<file path="src/rtl/multibyte_add_sequencer_pkg.sv">
// Shared definitions for the byte-serial add/subtract sequencer:
// FSM state encoding and the adder slice width.
package multibyte_add_sequencer_pkg;

   localparam int BYTE_W = 8;

   // Encoding 2'd3 is unused and recovers to ST_IDLE.
   typedef enum logic [1:0] {
      ST_IDLE = 2'd0,
      ST_RUN  = 2'd1,
      ST_DONE = 2'd2
   } state_t;

endpackage

</file>
<file path="src/rtl/multibyte_add_sequencer_adder8_carry.sv">
// 8-bit combinational ripple-carry adder built from full_adder cells,
// with an explicit carry-in and carry-out so bytes can be chained over time.
module full_adder (
   input  logic a,
   input  logic b,
   input  logic ci,
   output logic s,
   output logic co
);

   assign s  = a ^ b ^ ci;
   assign co = (a & b) | (ci & (a ^ b));

endmodule

module adder8_carry
   import multibyte_add_sequencer_pkg::*;
(
   input  logic [BYTE_W-1:0] a,
   input  logic [BYTE_W-1:0] b,
   input  logic              cin,
   output logic [BYTE_W-1:0] sum,
   output logic              cout
);

   logic [BYTE_W:0] carry_chain;

   assign carry_chain[0] = cin;

   generate
      for (genvar gi = 0; gi < BYTE_W; gi++) begin : g_fa
         full_adder u_fa (
            .a  (a[gi]),
            .b  (b[gi]),
            .ci (carry_chain[gi]),
            .s  (sum[gi]),
            .co (carry_chain[gi+1])
         );
      end
   endgenerate

   assign cout = carry_chain[BYTE_W];

endmodule

</file>
<file path="src/rtl/multibyte_add_sequencer.sv">
// Byte-serial add/subtract of two 8*NBYTES-bit operands through one shared
// 8-bit adder slice, LSB byte first, with valid/ready handshakes on both sides.
module multibyte_add_sequencer
   import multibyte_add_sequencer_pkg::*;
#(
   parameter int NBYTES = 4,
   parameter int IDXW   = 3
) (
   input  logic                     clk,
   input  logic                     rst,
   input  logic                     in_valid,
   output logic                     in_ready,
   input  logic [NBYTES*BYTE_W-1:0] a,
   input  logic [NBYTES*BYTE_W-1:0] b,
   input  logic                     op_sub,
   input  logic                     cin,
   output logic                     out_valid,
   input  logic                     out_ready,
   output logic [NBYTES*BYTE_W-1:0] sum,
   output logic                     cout,
   output logic                     ovf,
   output logic                     busy
);

   localparam int W = NBYTES * BYTE_W;

   state_t            state_q, state_d;
   logic [IDXW-1:0]   idx_q, idx_d;
   logic [W-1:0]      a_q, a_d;
   logic [W-1:0]      b_q, b_d;
   logic [W-1:0]      sum_q, sum_d;
   logic              carry_q, carry_d;
   logic              cout_q, cout_d;
   logic              ovf_q, ovf_d;

   logic [BYTE_W-1:0] a_byte, b_byte, slice_sum;
   logic              slice_cout;
   logic              last_byte;

   assign last_byte = (idx_q == IDXW'(NBYTES - 1));

   always_ff @(posedge clk) begin
      if (rst) begin
         state_q <= ST_IDLE;
         idx_q   <= '0;
         a_q     <= '0;
         b_q     <= '0;
         sum_q   <= '0;
         carry_q <= 1'b0;
         cout_q  <= 1'b0;
         ovf_q   <= 1'b0;
      end else begin
         state_q <= state_d;
         idx_q   <= idx_d;
         a_q     <= a_d;
         b_q     <= b_d;
         sum_q   <= sum_d;
         carry_q <= carry_d;
         cout_q  <= cout_d;
         ovf_q   <= ovf_d;
      end
   end

   always_comb begin
      state_d = state_q;
      case (state_q)
         ST_IDLE: if (in_valid)  state_d = ST_RUN;
         ST_RUN:  if (last_byte) state_d = ST_DONE;
         ST_DONE: if (out_ready) state_d = ST_IDLE;
         default:                state_d = ST_IDLE;
      endcase
   end

   always_comb begin
      in_ready  = (state_q == ST_IDLE);
      out_valid = (state_q == ST_DONE);
      busy      = (state_q == ST_RUN) || (state_q == ST_DONE);
   end

   // Select the operand bytes for the current index into the shared slice.
   always_comb begin
      a_byte = '0;
      b_byte = '0;
      for (int i = 0; i < NBYTES; i++) begin
         if (idx_q == IDXW'(i)) begin
            a_byte = a_q[i*BYTE_W +: BYTE_W];
            b_byte = b_q[i*BYTE_W +: BYTE_W];
         end
      end
   end

   adder8_carry u_adder (
      .a    (a_byte),
      .b    (b_byte),
      .cin  (carry_q),
      .sum  (slice_sum),
      .cout (slice_cout)
   );

   always_comb begin
      idx_d   = idx_q;
      a_d     = a_q;
      b_d     = b_q;
      sum_d   = sum_q;
      carry_d = carry_q;
      cout_d  = cout_q;
      ovf_d   = ovf_q;
      if (state_q == ST_IDLE && in_valid) begin
         // Subtraction is A + ~B + 1; cin is ignored in that case.
         a_d     = a;
         b_d     = b ^ {W{op_sub}};
         carry_d = op_sub | cin;
         idx_d   = '0;
      end else if (state_q == ST_RUN) begin
         for (int i = 0; i < NBYTES; i++) begin
            if (idx_q == IDXW'(i)) begin
               sum_d[i*BYTE_W +: BYTE_W] = slice_sum;
            end
         end
         carry_d = slice_cout;
         idx_d   = idx_q + IDXW'(1);
         if (last_byte) begin
            cout_d = slice_cout;
            ovf_d  = (a_q[W-1] == b_q[W-1]) & (slice_sum[BYTE_W-1] != a_q[W-1]);
         end
      end
   end

   assign sum  = sum_q;
   assign cout = cout_q;
   assign ovf  = ovf_q;

endmodule

</file>
<file path="config.mk">
export PLATFORM = sky130hd
export DESIGN_NAME = multibyte_add_sequencer
export DESIGN_NICKNAME = d
export VERILOG_FILES = /design/src/rtl/multibyte_add_sequencer_pkg.sv /design/src/rtl/multibyte_add_sequencer_adder8_carry.sv /design/src/rtl/multibyte_add_sequencer.sv
export SDC_FILE = /design/constraint.sdc
export NUM_CORES = 1
export LEC_CHECK = 0
export ABC_CLOCK_PERIOD_IN_PS = 5060
export CORE_MARGIN = 2
export CORE_UTILIZATION = 46
export CTS_CLUSTER_SIZE = 8
export DETAILED_ROUTE_END_ITERATION = 16
export PLACE_DENSITY = 0.84
export SETUP_SLACK_MARGIN = 0.3
export SLEW_MARGIN = 20
export SYNTH_ARGS = -nofsm -noshare
export SYNTH_HDL_FRONTEND = slang
export SYNTH_SLANG_ARGS = --single-unit
</file>
<file path="constraint.sdc">
create_clock -name clk -period 5.06 [get_ports clk]
set_input_delay 1.012 -clock clk [delete_from_list [all_inputs] [get_ports clk]]
set_output_delay 1.012 -clock clk [all_outputs]
set_load 0.02 [all_outputs]
</file>
==> run summary <==
ROUTING
-------------------------------------------------------------------------------------
DR vias/cell                                                                    5.345
Vias post-DR                                                                    4,153
Routed len/inst                                                              15.34 um
Number of nets still failing antenna checks after routing                           0
Count of routing violations after the opening detailed-route iteration            240
Drt drc                                                                             0
Wirelength, routed                                                          11,920 um
Drt pass-1 iters                                                                    7

SYNTH
-------------------------------------------------------------------------------------
Syn Nets                                                                          641
Netlist Area Pre-Place                                                   0.004787 mm^2
Cell accounting for the most synthesized area                                 dfxtp_1
Flop and latch count out of synthesis                                             104
Synthesis Warnings                                                                  0
Part of the Yosys area used for sequential elements                            43.49%
Synth top area share                                                           43.49%
Count of unique library cells instantiated by Yosys                                31
Cell count after synthesis                                                        554
Ranking of synthesized cells by area                                     dfxtp_1 (43%), a211oi_1 (8.9%), nand2_1 (6.4%)
Syn_area_per_cell                                                          8.641 um^2

CRITICAL PATH
-------------------------------------------------------------------------------------
Kind of cell adding the most delay to the critical path                   adder cells
Largest fanout of any net on the critical path                                      6
Largest incremental delay on the critical path                                 460 ps
Sequence of cells on the critical path                                   inv_2 -> ha_4 -> nand2_1 -> o21ai_0 -> a32oi_1 -> fa_2 -> fa_2 -> fa_2 -> fa_2 -> fa_1 -> inv_1 -> fa_1 -> inv_1 -> fa_1 -> inv_1 -> fa_2 -> or3b_2 -> a311oi_2
Most used cell along the critical path                                           fa_2
CP Buf/Inv Count                                                                    4
Slowest cell on crit path                                                      or3b_2
Worst setup path category                                                register to register
Startpoint type of the worst setup path                                      register
Worst Setup End Kind                                                         register
WP data required                                                              5340 ps
Arr. time, crit path                                                          4930 ps

GLOBAL ROUTING
-------------------------------------------------------------------------------------
Pin count of the biggest net entering global routing                               65
Global route overflow                                                               0
Wire length of the first global-routing pass                                19,200 um
GRT Util Overall                                                               21.20%
Initial antenna violation count                                                     0
Via count of the first global-routing pass                                      4,152

POWER
-------------------------------------------------------------------------------------
Leakage dissipation                                                          2.095 nW
Highest ir drop seen on vdd                                                 0.2467 mV
Total Power Consumption                                                      2.728 mW
Power density over cell area                                             442.3 mW/mm^2

STA
-------------------------------------------------------------------------------------
Post-route fraction of the period consumed by the critical path                91.78%
Fin. max-slew vios                                                                  0
Remaining max-slew budget at the tightest pin                                  31.02%
Final-layout worst hold slack                                                463.9 ps
Maximum operating frequency                                                 215.3 MHz
Setup clock skew after layout                                                11.00 ps
Final setup violation count                                                         0
Setup_tns                                                                        0 ps
Number of hold violations in the final report                                       0
Shortest period the worst path allows                                         4644 ps
Min setup slack post-route                                                   415.8 ps
RSZ-0062 raised after global routing                                               no
Worst Max-Slew Pin Slew                                                       1035 ps

PLACE
-------------------------------------------------------------------------------------
Instance area after placement                                            0.005838 mm^2
HPWL after DPL                                                                8755 um
Number of instances in the placed design                                          756
IO buf count                                                                      106
Worst slack after detailed placement                                         112.9 ps
Placer's final routability congestion estimate                                 0.8418

CTS
-------------------------------------------------------------------------------------
Clock H-tree levels                                                                 3
Max clock buf depth                                                                 2
CTS Hold Bufs                                                                       0
Clock Pin Slew Worst Setup and Hold Paths                                      100 ps
Total clock sinks                                                                 104
Root buf cell                                                                clkbuf_8
Clock latency on the worst-skew pair                                           380 ps
Number of CTS-inserted buffers                                                      9
CTS tree                                                                         done

FLOORPLANNING
-------------------------------------------------------------------------------------
Initial Util                                                                   46.79%
Die Y                                                                        106.0 um
Placeable core area                                                      0.01023 mm^2
Number of placement rows                                                           37
Top-level I/O count                                                               107
Die extent in x                                                              106.0 um
Die Footprint                                                            0.01124 mm^2

WORST HOLD PATH
-------------------------------------------------------------------------------------
Class of the tightest hold or removal check                              register to register

STATUS
-------------------------------------------------------------------------------------
Result of the run                                                        complete, no violations

FINISH
-------------------------------------------------------------------------------------
Diodes inserted                                                                     0
Layout cell share with drive strength beyond 1                                 8.892%
Final instance area                                                      0.006168 mm^2
Post-Route Utilization                                                         60.29%
Non-Filler Instances                                                              777
Area growth syn-to-layout                                                      28.86%
Final #Nets                                                                       723

RUN
-------------------------------------------------------------------------------------
Count of maximum capacitance violations                                             0

## cell type report
type                    count  area (um^2)
clock inverters             7        83.83
well taps                 136        170.2
clock buffers               9        123.9
repair buffers            122         1171
flip-flops and latches    104         2088
inverters                  12        45.04
fillers                   859         4063
multi-input cells         387         2486
## worst paths after layout
path / slack, ps / start / cells past startpoint / end
worst max register to register: 420 / idx_q[0] / 18 / ovf
worst max-delay path: 420 / idx_q[0] / 18 / ovf
worst min-delay path: 460 / a_q[19] / 2 / a_q[19]
worst min register to register: 460 / a_q[19] / 2 / a_q[19]
## synth_stat cells (all sizes together)
cell type,count
a21oi,58
buf,30
a222oi,1
a211oi,57
a32oi,12
xnor2,33
mux2i,10
ha,9
o21ai,19
nor3,3
nand3b,1
clkbuf,21
fa,8
a32o,4
nand3,3
nor2,59
and2,2
inv,12
nand2,82
or3b,1
a311oi,1
a2111oi,1
dfxtp,104
nand2b,20
and3b,3
## tightest hold or removal path: cells and delay by family (launching register included)
kind            cells  cell delay (ps)
compound gates      1               60
flops               1              320
simple gates        1               50
## flip-flops by register name (all words and copies together) (netlist names)
register / cells
a_q: 32
b_q: 32
carry_q: 1
cout: 1
idx_q: 3
ovf: 1
state_q: 2
sum: 32
## power breakdown
group | internal, mW | total [mW] | switching (mW)
sequential | 0.978 | 1.08 | 0.106
combinational | 0.474 | 1.10 | 0.628
clock | 0.238 | 0.542 | 0.304
## cells by family (layout without fill, tap and decap cells)
group / count (synthesis) / in the layout / share of synthesized area, %
fa+ha+maj: 17 / 17 / 5.698
xor+xnor: 33 / 33 / 6.038
simple gates: 174 / 174 / 15.45
buf+inv: 63 / 150 / 6.508
flops: 104 / 104 / 43.49
mux: 10 / 10 / 2.091
compound gates: 153 / 153 / 20.73
## repair_timing
| item | CTS | global route |
|---|---|---|
| pin swaps | 1 | 2 |
| cloned | 0 | 0 |
| buffers inserted | 1 | 4 |
| gates resized for setup | 12 | 10 |
| setup endpoints to repair | 1 | 4 |
## cells in the final DEF, fill, tap and decap left out, types with 4 or more instances in the layout
| master | count |
|---|---|
| fa_2 | 5 |
| mux2i_1 | 10 |
| clkdlybuf4s50_1 | 104 |
| a21oi_1 | 58 |
| a211oi_1 | 57 |
| o21ai_0 | 18 |
| nand2b_1 | 20 |
| nor2_1 | 58 |
| ha_1 | 4 |
| dfxtp_1 | 101 |
| ha_4 | 4 |
| nand2_1 | 82 |
| clkbuf_8 | 9 |
| inv_1 | 9 |
| a32o_1 | 4 |
| a32oi_1 | 11 |
| xnor2_1 | 33 |
| buf_4 | 16 |
## metal layers
| layer | part of all wire [%] | global-route usage (%) | wire, um | vias to the layer above |
|---|---|---|---|---|
| li1 | - | - | - | 2052 |
| met1 | 42 | 25.61 | 5041 | 1926 |
| met2 | 50 | 38.06 | 5941 | 147 |
| met3 | 5.2 | 3.495 | 622 | 28 |
| met4 | 2.7 | 7.425 | 316 | 0 |
| met5 | 0 | 0 | 0 | - |
Note: power is estimated with default switching activity, not from simulation.
==> patch: new RTL, same settings <==
Re-encode `state_t` (3 states) as one-hot, 3 bits wide.
--- a/src/rtl/multibyte_add_sequencer_pkg.sv
+++ b/src/rtl/multibyte_add_sequencer_pkg.sv
@@ -5,10 +5,10 @@
    localparam int BYTE_W = 8;
 
    // Encoding 2'd3 is unused and recovers to ST_IDLE.
-   typedef enum logic [1:0] {
-      ST_IDLE = 2'd0,
-      ST_RUN  = 2'd1,
-      ST_DONE = 2'd2
+   typedef enum logic [2:0] {
+      ST_IDLE = 3'b001,
+      ST_RUN  = 3'b010,
+      ST_DONE = 3'b100
    } state_t;
 
 endpackage
Formal check against the unedited RTL: same outputs for any inputs over 10 cycles, from zero or initial values and one cycle with rst high; not proved beyond that.
==> patch against the unedited design <==
- worst setup slack better by 37 ps
- final area increased by 0.59%
- critical path depth is 1 lower
- global-route usage is 0.075 points lower
- synthesized area increased by 0.86%
- hold slack lost 0.86 ps
- critical path type unchanged
- routed wire length is 1.3% higher
- die area is 0.82% higher
- sequential cell count up 1
Power is not compared: it rests on default switching activity, and its combinational part moved more than twofold at a synthesized area within 25%.
==> patch: results (changes against the unedited design) <==
INFO  metric outcome = completed
INFO  metric global_route_wire_length_before_repair = 19200 µm (about the same)
INFO  metric seq_area_share = 34.0% (+0.12 points)
INFO  metric reg2reg_setup_slack = 450 ps (+40 ps)
INFO  metric synth_nets = 632 (-1.4%)
INFO  metric met1_length = 5300 µm (+5.1%)
INFO  metric synth-seq-area-share = 43.5% (about the same)
INFO  metric layout.nets = 710 (-1.8%)
INFO  metric grt_use_met2 = 36.1% (-1.9 points)
INFO  metric slew-limit-headroom = 32.7% (+1.7 points)
INFO  metric clockNetworkAreaShare = 3.27% (-0.10 points)
INFO  metric worst_case_hold_slack = 463 ps (-0.859 ps)
INFO  metric buffer_share_of_cell_area = 18.7% (-0.29 points)
INFO  metric synth-compound-area-share = 21.5% (+0.76 points)
INFO  metric yosys.area_share.xor_xnor = 5.99% (-0.052 points)
INFO  metric worst_setup_hold_path_clk_slew = 120 ps (+20 ps)
INFO  metric die_area = 11300 µm² (+0.82%)
INFO  metric wirelength = 12100 µm (+1.3%)
INFO  metric synthesized_area_fraction_occupied_by_adder_cells = 4.61% (-1.1 points)
INFO  metric multi_input_area_share = 40.9% (+0.59 points)
INFO  metric drt_pre_antenna_iters = 4 (-3)
INFO  metric rr_worst_depth = 17 (-1)
INFO  metric postPlaceCellArea = 5900 µm² (+1.1%)
INFO  metric postSynthAreaPerCell = 8.79 µm² (+1.8%)
INFO  metric post-cts-setup-buffer-count = 0 (-1)
INFO  metric post_synth_num_cell_types = 32 (+3.2%)
INFO  metric dp_hpwl = 8990 µm (+2.7%)
INFO  metric synth.mux.area_fraction = 2.28% (+0.19 points)
INFO  metric nFillCells = 900 (+4.8%)
INFO  metric number_of_flip_flops_and_latches = 105 (+0.96%)
INFO  metric grt_pass1_vias = 4018 (-3.2%)
INFO  metric gr-usage-met1 = 27.1% (+1.5 points)
INFO  metric top_cells_by_count_synth = 105 x sky130_fd_sc_hd__dfxtp_1, 82 x sky130_fd_sc_hd__nand2_1, 68 x sky130_fd_sc_hd__a21oi_1
INFO  metric fraction_of_layout_cells_with_a_size_suffix_above_1 = 8.39% (-0.51 points)
INFO  metric wl_met2 = 5880 µm (-0.99%)
==> patch: cell count changes after synthesis, moves of 3 or more <==
cell / unedited run / this run
sky130_fd_sc_hd__o21ai_0: 19 / 16
sky130_fd_sc_hd__and3b_1: 3 / 0
sky130_fd_sc_hd__buf_1: 4 / 0
sky130_fd_sc_hd__ha_1: 9 / 5
sky130_fd_sc_hd__clkbuf_1: 18 / 23
sky130_fd_sc_hd__nor2_1: 59 / 45
sky130_fd_sc_hd__inv_1: 11 / 7
sky130_fd_sc_hd__nand2b_1: 20 / 26
sky130_fd_sc_hd__buf_2: 17 / 20
sky130_fd_sc_hd__a21oi_1: 58 / 68
sky130_fd_sc_hd__nand3_1: 3 / 0
==> patch: logic make-up (layout without fill, tap and decap cells) <==
| family | after synthesis | after routing |
|---|---|---|
| simple gates | 169 | 169 |
| compound gates | 160 | 160 |
| flops | 105 | 105 |
| buf+inv | 58 | 141 |
| xor+xnor | 33 | 33 |
| fa+ha+maj | 13 | 13 |
| mux | 11 | 11 |
